File: config.mk
export PLATFORM = sky130hd
export DESIGN_NAME = mcu0_sequencer_flat
export DESIGN_NICKNAME = d
export VERILOG_FILES = /design/src/rtl/mcu0_sequencer_if.sv /design/src/rtl/mcu0_sequencer.sv /design/src/flat_wrapper.sv
export SDC_FILE = /design/constraint.sdc
export NUM_CORES = 1
export LEC_CHECK = 0
export ABC_AREA = 1
export CAP_MARGIN = 25
export CORE_MARGIN = 3
export CORE_UTILIZATION = 43
export DETAILED_ROUTE_END_ITERATION = 12
export PLACE_DENSITY = 0.71
export SLEW_MARGIN = 20
export SYNTH_ARGS = -nofsm -noshare
export SYNTH_HDL_FRONTEND = slang
export SYNTH_SLANG_ARGS = --single-unit
export TNS_END_PERCENT = 50
File: constraint.sdc
create_clock -name clock -period 2.45 [get_ports clock]
set_clock_uncertainty 0.2 [all_clocks]
set_input_delay 0.49 -clock clock [delete_from_list [all_inputs] [get_ports clock]]
set_output_delay 0.49 -clock clock [all_outputs]
set_load 0.01 [all_outputs]
File: src/rtl/mcu0_sequencer_if.sv
// Byte-wide memory bus between mcu0_sequencer (master) and the external memory (slave).
// One byte per req/ack transaction; ack may arrive in the same cycle req rises.
interface mcu0_sequencer_if;
    logic        mem_req;
    logic        mem_we;
    logic [11:0] mem_addr;
    logic [7:0]  mem_wdata;
    logic [7:0]  mem_rdata;
    logic        mem_ack;

    modport master (output mem_req, mem_we, mem_addr, mem_wdata, input mem_rdata, mem_ack);
    modport slave  (input mem_req, mem_we, mem_addr, mem_wdata, output mem_rdata, mem_ack);
endinterface

File: src/rtl/mcu0_sequencer.sv
// Multi-cycle controller for the 16-bit accumulator machine over a byte-wide big-endian memory.
// Optional MCU0_HALT_EN: opcode F halts the machine instead of acting as a NOP.
module mcu0_sequencer #(
    parameter logic [11:0] RESET_PC = 12'h000,
    parameter int          MAX_WAIT = 255
) (
    input  logic                 clock,
    input  logic                 reset_n,
    input  logic                 run,
    mcu0_sequencer_if.master     bus,
    output logic [2:0]           alu_op,
    output logic [15:0]          alu_a,
    output logic [15:0]          alu_b,
    input  logic [15:0]          alu_y,
    output logic [11:0]          pc,
    output logic [15:0]          acc,
    output logic                 sw_n,
    output logic                 sw_z,
    output logic                 busy,
    output logic                 halted,
    output logic                 bus_err
);
    typedef enum logic [3:0] {IDLE, F0, F1, DEC, R0, R1, EX, W0, W1, HALT} state_t;

    localparam logic [3:0]  OP_LD  = 4'h0;
    localparam logic [3:0]  OP_ADD = 4'h1;
    localparam logic [3:0]  OP_JMP = 4'h2;
    localparam logic [3:0]  OP_ST  = 4'h3;
    localparam logic [3:0]  OP_CMP = 4'h4;
    localparam logic [3:0]  OP_JEQ = 4'h5;
    localparam logic [15:0] WD_LAST = 16'(MAX_WAIT - 1);

    state_t      state, state_nxt;
    logic [15:0] ir, m, wait_cnt;
    logic [3:0]  opc;
    logic [11:0] c;
    logic        mem_state, wd_fire, take_jump;
    state_t      boundary;

    assign opc       = ir[15:12];
    assign c         = ir[11:0];
    assign mem_state = (state == F0) || (state == F1) || (state == R0) ||
                       (state == R1) || (state == W0) || (state == W1);
    assign take_jump = (opc == OP_JMP) || ((opc == OP_JEQ) && sw_z);
    assign boundary  = run ? F0 : IDLE;
    assign wd_fire   = (MAX_WAIT != 0) && mem_state && !bus.mem_ack && (wait_cnt == WD_LAST);

    always_comb begin
        state_nxt = state;
        case (state)
            IDLE: if (run) state_nxt = F0;
            F0:   if (bus.mem_ack) state_nxt = F1;
            F1:   if (bus.mem_ack) state_nxt = DEC;
            DEC: begin
                case (opc)
                    OP_LD, OP_ADD, OP_CMP: state_nxt = R0;
                    OP_ST:                 state_nxt = W0;
`ifdef MCU0_HALT_EN
                    4'hF:                  state_nxt = HALT;
`endif
                    default:               state_nxt = boundary;
                endcase
            end
            R0:   if (bus.mem_ack) state_nxt = R1;
            R1:   if (bus.mem_ack) state_nxt = EX;
            EX:   state_nxt = boundary;
            W0:   if (bus.mem_ack) state_nxt = W1;
            W1:   if (bus.mem_ack) state_nxt = boundary;
            HALT: state_nxt = HALT;
            default: state_nxt = IDLE;
        endcase
        // A stalled request overrides normal sequencing and parks the machine.
        if (wd_fire) state_nxt = HALT;
    end

    always_comb begin
        bus.mem_req   = mem_state;
        bus.mem_we    = (state == W0) || (state == W1);
        bus.mem_addr  = 12'h000;
        bus.mem_wdata = 8'h00;
        case (state)
            F0:      bus.mem_addr = pc;
            F1:      bus.mem_addr = pc + 12'd1;
            R0, W0:  bus.mem_addr = c;
            R1, W1:  bus.mem_addr = c + 12'd1;
            default: bus.mem_addr = 12'h000;
        endcase
        if (state == W0) bus.mem_wdata = acc[15:8];
        if (state == W1) bus.mem_wdata = acc[7:0];
    end

    assign alu_op = (opc == OP_CMP) ? 3'b001 : 3'b000;
    assign alu_a  = acc;
    assign alu_b  = m;
    assign busy   = (state != IDLE) && (state != HALT);
    assign halted = (state == HALT);

    always_ff @(posedge clock or negedge reset_n) begin
        if (!reset_n) begin
            state    <= IDLE;
            pc       <= RESET_PC;
            ir       <= '0;
            m        <= '0;
            acc      <= '0;
            sw_n     <= 1'b0;
            sw_z     <= 1'b0;
            bus_err  <= 1'b0;
            wait_cnt <= '0;
        end else begin
            state   <= state_nxt;
            bus_err <= bus_err | wd_fire;
            if (state_nxt != state)
                wait_cnt <= '0;
            else if (mem_state)
                wait_cnt <= wait_cnt + 16'd1;
            if (bus.mem_ack) begin
                case (state)
                    F0:      ir[15:8] <= bus.mem_rdata;
                    F1:      ir[7:0]  <= bus.mem_rdata;
                    R0:      m[15:8]  <= bus.mem_rdata;
                    R1:      m[7:0]   <= bus.mem_rdata;
                    default: ;
                endcase
            end
            if (state == DEC)
                pc <= take_jump ? c : pc + 12'd2;
            if (state == EX) begin
                case (opc)
                    OP_LD:  acc <= m;
                    OP_ADD: acc <= alu_y;
                    OP_CMP: begin
                        sw_n <= $signed(acc) < $signed(m);
                        sw_z <= (acc == m);
                    end
                    default: ;
                endcase
            end
        end
    end
endmodule
File: src/flat_wrapper.sv
// flat-port wrapper written by rule: the top's interface ports become plain ports
module mcu0_sequencer_flat 
#(
    parameter logic [11:0] RESET_PC = 12'h000,
    parameter int          MAX_WAIT = 255
)
  (clock, reset_n, run, alu_op, alu_a, alu_b, alu_y, pc, acc, sw_n, sw_z, busy, halted, bus_err, bus_mem_req, bus_mem_we, bus_mem_addr, bus_mem_wdata, bus_mem_rdata, bus_mem_ack);
  mcu0_sequencer_if bus_i ();
  input  logic clock;
  input  logic reset_n;
  input  logic run;
  output logic [2:0] alu_op;
  output logic [15:0] alu_a;
  output logic [15:0] alu_b;
  input  logic [15:0] alu_y;
  output logic [11:0] pc;
  output logic [15:0] acc;
  output logic sw_n;
  output logic sw_z;
  output logic busy;
  output logic halted;
  output logic bus_err;
  output wire logic [$bits(bus_i.mem_req)-1:0] bus_mem_req;
  output wire logic [$bits(bus_i.mem_we)-1:0] bus_mem_we;
  output wire logic [$bits(bus_i.mem_addr)-1:0] bus_mem_addr;
  output wire logic [$bits(bus_i.mem_wdata)-1:0] bus_mem_wdata;
  input wire logic [$bits(bus_i.mem_rdata)-1:0] bus_mem_rdata;
  input wire logic [$bits(bus_i.mem_ack)-1:0] bus_mem_ack;
  assign bus_mem_req = bus_i.mem_req;
  assign bus_mem_we = bus_i.mem_we;
  assign bus_mem_addr = bus_i.mem_addr;
  assign bus_mem_wdata = bus_i.mem_wdata;
  assign bus_i.mem_rdata = bus_mem_rdata;
  assign bus_i.mem_ack = bus_mem_ack;
  mcu0_sequencer #(.RESET_PC(RESET_PC), .MAX_WAIT(MAX_WAIT)) u_core (.clock(clock), .reset_n(reset_n), .run(run), .bus(bus_i), .alu_op(alu_op), .alu_a(alu_a), .alu_b(alu_b), .alu_y(alu_y), .pc(pc), .acc(acc), .sw_n(sw_n), .sw_z(sw_z), .busy(busy), .halted(halted), .bus_err(bus_err));
endmodule
==> results.sh, run 1 <==
export IMPL_fill_cells=1014
export IMPL_numPortBuffers=115
export IMPL_ff2ff_setup_slack_ns=-0.05
export IMPL_syn_inst=739
export IMPL_p_seq_frac=0.253
export IMPL_synth_edf_count=0
export IMPL_rows=40
export IMPL_maxCapViolations=0
export IMPL_avgViaCountPerCell=5.24
export IMPL_die_w_um=118
export IMPL_yosys_warnings=0
export IMPL_clk_latency_ns=0.34
export IMPL_post_route_drc_count=0
export IMPL_place_ws_ns=-0.561
export IMPL_multi_input_area_um2=3140
export IMPL_yosysTopAreaCell="dfrtp_1"
export IMPL_dieArea_um2=13800
export IMPL_ys_ff_latch=83
export IMPL_synthAdderAreaFrac=0.0468
export IMPL_yosysTopAreaCellShare=0.388
export IMPL_critPathMaxFanout=5
export IMPL_drtIter0Drc=395
export IMPL_grt_max_degree=84
export IMPL_cts_sinks=83
export IMPL_p_int_uw=5350
export IMPL_wl_per_cell_um=16.1
export IMPL_clockPowerShare=0.136
export IMPL_muxShareOfSynthArea=0.00211
export IMPL_netlist_area_um2=5350
export IMPL_power_leakage_uw=0.00381
export IMPL_seq_area_frac_synth=0.388
export IMPL_dr_wl_met3_um=1140
export IMPL_cts_made_buffers=9
export IMPL_clkTransAtPathRegs_ns=0.06
export IMPL_htree_num_levels=3
export IMPL_final_cells=1111
export IMPL_rsz0062_at_grt="yes"
export IMPL_antenna_found_initial=0
export IMPL_fin_ws_ns=-0.487
export IMPL_drt_met1_wl_um=7800
export IMPL_required_ns=1.76
export IMPL_cts_max_path_buffers=2
export IMPL_reg2reg_depth=17
export IMPL_finalNetCount=986
export IMPL_synth_compound_area_share=0.147
export IMPL_violations="negative setup slack"
export IMPL_total_power_uw=9510
export IMPL_avgSynthCellArea_um2=7.23
export IMPL_endpoint_kind="primary output"
export IMPL_r2r_start="u_core.state[2]$_DFF_PN0_"
export IMPL_num_vias=5825
export IMPL_route_met2_wl_um=8410
export IMPL_synth_top_family_by_area="simple AND/OR/NAND/NOR gates"
export IMPL_grt_pass1_vias=5720
export IMPL_drtPass1Iterations=6
export IMPL_r2r_end="u_core.wait_cnt[1]$_DFFE_PN0P_"
export IMPL_overflow=0
export IMPL_arrival_ns=2.25
export IMPL_fin_crit_sh=1.20
export IMPL_synth_commonest_cells="nand2_1 (200), dfrtp_1 (83), inv_1 (83), nor2_1 (67), o21ai_0 (67)"
export IMPL_dpl_hpwl_um=12800
export IMPL_holdWs_ns=0.263
export IMPL_async_flop_share=1.00
export IMPL_grtUsageTotal=0.252
export IMPL_power_density_nw_per_um2=1180
export IMPL_p_comb_frac=0.611
export IMPL_synth_most_common_cell="nand2_1"
export IMPL_synthTopCellsByArea="dfrtp_1 (39%), nand2_1 (14%), o21ai_0 (6.3%)"
export IMPL_grt_pass1_wl_um=28600
export IMPL_final_setup_viol_count=33
export IMPL_dr_max_layer_used="met4"
export IMPL_antenna_cells=0
export IMPL_synth_xor_area_share=0.0262
export IMPL_initial_utilization=0.443
export IMPL_swShare=0.438
export IMPL_clock_fmax_ghz=0.340
export IMPL_slew_viol_final=0
export IMPL_regArea_um2=2080
export IMPL_p_switching_uw=4170
export IMPL_io_pins=118
export IMPL_coreArea_um2=12100
export IMPL_fin_crit_ns=2.94
export IMPL_hold_viol=0
export IMPL_cts_root_buf="clkbuf_16"
export IMPL_startpoint_type="register"
export IMPL_ant_nets=0
export IMPL_gp_congestion=0.913
export IMPL_critPathKind="register to primary output"
export IMPL_cts_tree="yes"
export IMPL_wl_um=17900
export IMPL_synthFlopType="dfrtp_1"
export IMPL_hold_class="register to register"
export IMPL_vdd_drop_max_v=0.000792
export IMPL_crit_start="u_core.state[2]$_DFF_PN0_"
export IMPL_status="complete, but fails checks"
export IMPL_placedCellCount=1071
export IMPL_synth_simple_area_share=0.285
export IMPL_worstSetupEndpoint="bus_mem_addr[5]"
export IMPL_dieHeight_um=118
export IMPL_syn_to_final_growth_pct=50.2
export IMPL_synth_cell_type_count=38
export IMPL_drive_gt1_frac=0.276
==> timing repair <==
item                                    CTS  global route
cloned                                    3             0
pin swaps                                33            27
hold buffers                              1             0
endpoints found under the hold margin     9             0
gates resized for setup                 169            48
endpoints found under the setup margin   28            40
buffers inserted                         19             4
==> placed cells by master (no fill, tap or decap), types with 5 or more instances in the layout <==
cell / instances
buf_12: 6
buf_4: 78
inv_1: 78
buf_2: 20
o21ai_2: 8
inv_2: 11
o221ai_1: 6
nand2_1: 173
a22oi_1: 6
o21ai_0: 59
nor2_2: 19
o21ai_4: 5
o21ai_1: 6
a21oi_1: 35
ha_1: 19
nand3_1: 30
nand2_2: 21
buf_6: 20
dfrtp_1: 81
clkdlybuf4s50_1: 91
nor2_4: 14
nand2_4: 12
xor2_1: 15
clkbuf_16: 9
nor2_1: 52
nand3_2: 12
nand4_1: 10
==> worst max-delay path, stage by stage (launching register included) <==
cell and delay [ns]:
dfrtp_1 0.42, inv_2 0.07, nor2_4 0.13, nand2_4 0.10
nand2_8 0.11, buf_6 0.10, nand2_2 0.05, nand2_4 0.08
inv_2 0.07, nor2_4 0.13, buf_6 0.10, buf_4 0.09
buf_4 0.09, nand3_1 0.07, nand3_1 0.08, nand2_1 0.05
buf_2 0.15
==> layout make-up <==
class / instances / area share
flip-flops and latches: 83 / 0.259
clock inverters: 6 / 0.00592
well taps: 168 / 0.0262
clock buffers: 10 / 0.0285
multi-input cells: 534 / 0.391
inverters: 91 / 0.0432
repair buffers: 219 / 0.246
==> kinds of logic after synthesis <==
| kind of cell | count (synthesis) |
|---|---|
| adders and majority gates | 20 |
| AOI/OAI and AO/OA | 140 |
| buffers and inverters | 124 |
| and+or+nand+nor | 354 |
| muxes | 1 |
| xor gates and xnor gates | 16 |
| other | 1 |
| DFF | 83 |
==> metrics by stage <==
stage | util | setup TNS, ns | cell area, µm²
floorplan | - | -0.00198 | 5390
global route | 0.666 | -10.81 | 8030
detailed placement | 0.597 | -6.52 | 7200
global placement | 0.597 | -6.35 | 7200
finish | 0.666 | -5.66 | 8030
CTS | 0.656 | -4.70 | 7910
==> per-layer routing <==
| metal | GRT usage | up-vias |
|---|---|---|
| met2 | 0.410 | 243 |
| met3 | 0.0490 | 51 |
| met5 | 0 | - |
| li1 | - | 2792 |
| met4 | 0.0806 | 0 |
| met1 | 0.341 | 2739 |
==> power by group through the flow <==
stage	Combinational, µW	Clock (µW)	Sequential, µW
2_1_floorplan	2440	0	2470
3_3_place_gp	5090	0	2360
3_5_place_dp	5180	0	2370
4_1_cts	5600	1300	2380
5_1_grt	6330	1360	2470
6_report	5810	1290	2410
==> registers in the layout, indices dropped and copies added (netlist names) <==
name	cells
u_core.acc	16
u_core.alu_b	16
u_core.bus_err	1
u_core.ir	16
u_core.pc	12
u_core.state	4
u_core.sw_n	1
u_core.sw_z	1
u_core.wait_cnt	16
==> worst min-delay path by stage <==
stage / from / to / slack, ns / cells past startpoint
2_1_floorplan: reset_n / u_core.acc[0]$_DFFE_PN0P_ / -0.006 / 0
3_3_place_gp: u_core.bus_err$_DFF_PN0_ / u_core.bus_err$_DFF_PN0_ / 0.25 / 2
3_5_place_dp: u_core.bus_err$_DFF_PN0_ / u_core.bus_err$_DFF_PN0_ / 0.25 / 2
4_1_cts: u_core.bus_err$_DFF_PN0_ / u_core.bus_err$_DFF_PN0_ / 0.27 / 2
5_1_grt: u_core.bus_err$_DFF_PN0_ / u_core.bus_err$_DFF_PN0_ / 0.31 / 2
6_report: u_core.bus_err$_DFF_PN0_ / u_core.bus_err$_DFF_PN0_ / 0.26 / 2
Power figures use the tool's default switching activity.
==> run 2: changes to the inputs <==
Settings changed: SETUP_SLACK_MARGIN set to 0.02.
==> results.sh, run 2 (synthesis gave the netlist of run 1 again) <==
export IMPL_post_route_drc_count=0
export IMPL_gp_congestion=0.891
export IMPL_hold_path_cell_count=2
export IMPL_max_slew_worst_pin_slew_ns=0.507
export IMPL_startpoint_type="register"
export IMPL_critPathKind="register to primary output"
export IMPL_dpl_hpwl_um=12900
export IMPL_grtUsageTotal=0.258
export IMPL_multi_input_area_um2=3140
export IMPL_fin_crit_ns=3.00
export IMPL_power_leakage_uw=0.00390
export IMPL_htree_num_levels=3
export IMPL_ant_nets=0
export IMPL_wl_um=18500
export IMPL_status="complete, but fails checks"
export IMPL_rows=40
export IMPL_cts_sinks=83
export IMPL_dieArea_um2=13800
export IMPL_hold_path_endpoint="u_core.bus_err$_DFF_PN0_"
export IMPL_clock_fmax_ghz=0.333
export IMPL_grt_pass1_wl_um=29100
export IMPL_drtIter0Drc=351
export IMPL_io_pins=118
export IMPL_critPathMaxFanout=6
export IMPL_rsz0062_at_grt="yes"
export IMPL_p_switching_uw=4280
export IMPL_grt_pass1_vias=5793
export IMPL_final_setup_viol_count=40
export IMPL_coreArea_um2=12100
export IMPL_holdCritStartpoint="u_core.bus_err$_DFF_PN0_"
export IMPL_required_ns=1.76
export IMPL_max_slew_margin_rel=0.661
export IMPL_p_int_uw=5570
export IMPL_r2r_end="u_core.wait_cnt[9]$_DFFE_PN0P_"
export IMPL_clockPowerShare=0.134
export IMPL_p_seq_frac=0.242
export IMPL_place_ws_ns=-0.631
export IMPL_mostFrequentLayoutCells="nand2_1 (178), buf_4 (96), clkdlybuf4s50_1 (90)"
export IMPL_regArea_um2=2080
export IMPL_finalNetCount=1004
export IMPL_power_density_nw_per_um2=1200
export IMPL_swShare=0.435
export IMPL_grt_max_degree=84
export IMPL_maxCapViolations=0
export IMPL_syn_to_final_growth_pct=53.6
export IMPL_cts_root_buf="clkbuf_16"
export IMPL_num_vias=5816
export IMPL_fin_ws_ns=-0.549
export IMPL_cts_made_buffers=9
export IMPL_ff2ff_setup_slack_ns=-0.17
export IMPL_slew_viol_final=0
export IMPL_layout_commonest_cell="nand2_1"
export IMPL_hold_viol=0
export IMPL_antenna_cells=0
export IMPL_setup_tns_ns=-10.03
export IMPL_p_comb_frac=0.624
export IMPL_drtPass1Iterations=5
export IMPL_initial_utilization=0.443
export IMPL_cts_max_path_buffers=2
export IMPL_hold_class="register to register"
export IMPL_total_power_uw=9850
export IMPL_numPortBuffers=115
export IMPL_r2r_start="u_core.state[3]$_DFF_PN0_"
export IMPL_cts_tree="yes"
export IMPL_drive_gt1_frac=0.284
export IMPL_fin_crit_sh=1.22
export IMPL_fill_cells=969
export IMPL_wl_per_cell_um=16.4
export IMPL_reg2reg_depth=17
export IMPL_avgViaCountPerCell=5.15
export IMPL_clk_latency_ns=0.34
export IMPL_endpoint_kind="primary output"
export IMPL_arrival_ns=2.31
export IMPL_dieHeight_um=118
export IMPL_violations="negative setup slack"
export IMPL_overflow=0
export IMPL_die_w_um=118
export IMPL_antenna_found_initial=0
export IMPL_vdd_drop_max_v=0.000701
export IMPL_clkTransAtPathRegs_ns=0.06
## run 2: changes by cell type in the layout (fill, tap and decap cells not counted), sizes merged
cell | before | now
buf | 124 | 144
clkbuf | 11 | 12
clkdlybuf4s15 | 1 | 0
clkdlybuf4s50 | 91 | 90
clkinvlp | 1 | 2
dlygate4sd2 | 1 | 0
inv | 94 | 93
## run 2: worst max path at each step
stage | startpoint | end | slack [ns] | depth (start not counted)
detailed placement | u_core.state[1]$_DFF_PN0_ | bus_mem_addr[11] | -0.63 | 13
floorplan | u_core.state[0]$_DFF_PN0_ | bus_mem_addr[8] | 0.01 | 14
CTS | u_core.state[0]$_DFF_PN0_ | bus_mem_addr[9] | -0.47 | 13
finish | u_core.state[0]$_DFF_PN0_ | bus_mem_addr[7] | -0.55 | 14
global route | u_core.state[0]$_DFF_PN0_ | bus_mem_addr[9] | -0.66 | 14
global placement | u_core.state[1]$_DFF_PN0_ | bus_mem_addr[10] | -0.51 | 14
## run 2: cell type report
class,instances,area share
Multi-Input combinational cell,534,0.383
Clock inverter,6,0.00594
Sequential cell,83,0.253
Timing Repair Buffer,237,0.260
Tap cell,168,0.0256
Clock buffer,10,0.0291
Inverter,91,0.0434
## run 2: power groups by stage
stage | Clock [µW] | Sequential (µW) | Combinational [µW]
after floorplan | 0 | 2470 | 2450
after global placement | 0 | 2360 | 5120
after detailed placement | 0 | 2370 | 5220
after CTS | 1330 | 2360 | 5590
after global routing | 1390 | 2460 | 6670
final | 1320 | 2390 | 6150
## run 2: worst max-delay path: stages (launching register included)
cell	delay, ns
dfrtp_2	0.44
inv_2	0.09
nor2_4	0.05
nand2_4	0.11
nand2_8	0.09
buf_6	0.13
o21ai_4	0.17
nand2_2	0.11
nor2_4	0.15
buf_6	0.13
buf_4	0.11
nand3_1	0.07
nand2_1	0.10
o21ai_2	0.06
buf_2	0.14
## run 2: layer usage
layer | track usage | wire [µm]
met5 | 0 | 0
met4 | 0.0821 | 305
met3 | 0.0577 | 1230
met2 | 0.425 | 9000
met1 | 0.339 | 7970
## run 2: per-stage QoR
| stage | util | area (µm²) | cells | hold slack [ns] |
|---|---|---|---|---|
| 3_3_place_gp | 0.599 | 7230 | 1074 | 0.247 |
| 6_report | 0.681 | 8210 | 1129 | 0.260 |
| 4_1_cts | 0.653 | 7880 | 1112 | 0.269 |
| 5_1_grt | 0.681 | 8210 | 1129 | 0.293 |
| 2_1_floorplan | - | 5400 | 740 | -0.00559 |
| 3_5_place_dp | 0.599 | 7230 | 1074 | 0.253 |
## run 2: repair_timing
item / in CTS / in global routing
hold buffers: 1 / 0
endpoints found under the setup margin: 40 / 40
cloned: 2 / 1
pin swaps: 26 / 39
gates resized for setup: 166 / 57
endpoints found under the hold margin: 7 / 0
setup buffers: 20 / 18
==> run 3: changes to the inputs <==
Settings changed: CAP_MARGIN 25 to 15, RECOVER_POWER set to 100.
==> results.sh, run 3 (synthesis gave the netlist of run 1 again) <==
export IMPL_critPathMaxFanout=6
export IMPL_clkTransAtPathRegs_ns=0.06
export IMPL_mostFrequentLayoutCells="nand2_1 (179), buf_4 (91), dfrtp_1 (81)"
export IMPL_final_setup_viol_count=39
export IMPL_grt_pass1_wl_um=29100
export IMPL_endpoint_kind="primary output"
export IMPL_avgViaCountPerCell=5.13
export IMPL_place_ws_ns=-0.631
export IMPL_vdd_drop_max_v=0.000711
export IMPL_max_slew_margin_rel=0.224
export IMPL_holdWs_ns=0.255
export IMPL_critPathKind="register to primary output"
export IMPL_dieHeight_um=118
export IMPL_cts_tree="yes"
export IMPL_power_leakage_uw=0.00389
export IMPL_wl_um=18500
export IMPL_p_seq_frac=0.243
export IMPL_dieArea_um2=13800
export IMPL_clock_fmax_ghz=0.334
export IMPL_io_pins=118
export IMPL_post_route_util=0.678
export IMPL_cts_sinks=83
export IMPL_dpl_hpwl_um=12900
export IMPL_post_route_drc_count=0
export IMPL_arrival_ns=2.31
export IMPL_drtPass1Iterations=5
export IMPL_startpoint_type="register"
export IMPL_maxCapViolations=0
export IMPL_antenna_found_initial=0
export IMPL_fin_area_um2=8180
export IMPL_max_slew_worst_pin_slew_ns=1.16
export IMPL_p_comb_frac=0.623
export IMPL_hold_viol=0
export IMPL_drtIter0Drc=361
export IMPL_grt_pass1_vias=5793
export IMPL_p_int_uw=5530
export IMPL_layout_commonest_cell="nand2_1"
export IMPL_clockPowerShare=0.134
export IMPL_required_ns=1.76
export IMPL_cts_root_buf="clkbuf_16"
export IMPL_initial_utilization=0.443
export IMPL_hold_path_cell_count=2
export IMPL_reg2reg_depth=17
export IMPL_fin_crit_ns=3.00
export IMPL_drive_gt1_frac=0.280
export IMPL_fin_ws_ns=-0.548
export IMPL_hold_class="register to register"
export IMPL_dpl_cell_area_um2=7230
export IMPL_grtUsageTotal=0.258
export IMPL_numPortBuffers=115
export IMPL_die_w_um=118
export IMPL_cts_max_path_buffers=2
export IMPL_slew_viol_final=0
export IMPL_finalNetCount=1004
export IMPL_num_vias=5793
export IMPL_rsz0062_at_grt="yes"
export IMPL_coreArea_um2=12100
export IMPL_syn_to_final_growth_pct=53.1
export IMPL_fin_crit_sh=1.22
export IMPL_status="complete, but fails checks"
export IMPL_violations="negative setup slack"
export IMPL_htree_num_levels=3
export IMPL_gp_congestion=0.891
export IMPL_cts_made_buffers=9
export IMPL_power_density_nw_per_um2=1200
export IMPL_overflow=0
export IMPL_grt_max_degree=84
export IMPL_p_switching_uw=4280
export IMPL_rows=40
export IMPL_clk_latency_ns=0.33
export IMPL_ant_nets=0
export IMPL_antenna_cells=0
export IMPL_swShare=0.436
export IMPL_wl_per_cell_um=16.4
run 3: power groups by stage:
| stage | clock, µW | combinational (µW) | sequential (µW) |
|---|---|---|---|
| after CTS | 1330 | 5590 | 2360 |
| final | 1320 | 6110 | 2380 |
| after global placement | 0 | 5120 | 2360 |
| after floorplan | 0 | 2450 | 2470 |
| after detailed placement | 0 | 5220 | 2370 |
| after global routing | 1390 | 6630 | 2460 |
run 3: metrics by stage:
stage | cells | total power, µW | setup TNS, ns
floorplan | 740 | 4930 | 0
global placement | 1074 | 7480 | -6.69
detailed placement | 1074 | 7590 | -7.88
CTS | 1112 | 9290 | -6.31
global route | 1129 | 10500 | -15.42
finish | 1129 | 9810 | -11.35
run 3: worst paths after layout:
path	slack (ns)	endpoint	startpoint
max	-0.55	bus_mem_addr[7]	u_core.state[0]$_DFF_PN0_
min	0.25	u_core.bus_err$_DFF_PN0_	u_core.bus_err$_DFF_PN0_
max reg2reg	-0.24	u_core.wait_cnt[3]$_DFFE_PN0P_	u_core.state[3]$_DFF_PN0_
min reg2reg	0.25	u_core.bus_err$_DFF_PN0_	u_core.bus_err$_DFF_PN0_
max in group asynchronous	0.40	u_core.state[1]$_DFF_PN0_	reset_n
min in group asynchronous	0.82	u_core.wait_cnt[14]$_DFFE_PN0P_	reset_n
run 3: final cells by class:
type / instances / area (µm²)
Timing Repair Buffer: 237 / 2110
Clock inverter: 6 / 48.8
Clock buffer: 10 / 239
Inverter: 91 / 357
Tap cell: 168 / 210
Fill cell: 977 / 3880
Sequential cell: 83 / 2080
Multi-Input combinational cell: 534 / 3140
run 3: repair_timing:
item                                    in CTS  in global routing
endpoints found under the setup margin      40                 40
hold endpoints to repair                     7                  0
hold buffers                                 1                  0
pin swaps                                   26                 39
gates resized for setup                    166                 57
buffers inserted                            20                 18
gates cloned                                 2                  1
run 3: critical path: stages (launching register included):
cell,delay [ns]
dfrtp_2,0.44
inv_2,0.09
nor2_4,0.05
nand2_4,0.11
nand2_8,0.09
buf_6,0.13
o21ai_4,0.17
nand2_2,0.11
nor2_4,0.15
buf_6,0.13
buf_4,0.11
nand3_1,0.07
nand2_1,0.10
o21ai_2,0.06
buf_2,0.14
run 3: layer usage:
| metal | vias to the layer above | GRT usage | wire length (µm) | part of all wire |
|---|---|---|---|---|
| met2 | 225 | 0.425 | 9000 | 0.49 |
| met3 | 25 | 0.0577 | 1320 | 0.071 |
| met1 | 2724 | 0.339 | 7890 | 0.43 |
| met4 | 0 | 0.0821 | 301 | 0.016 |
| met5 | - | 0 | 0 | 0 |
| li1 | 2819 | - | - | - |
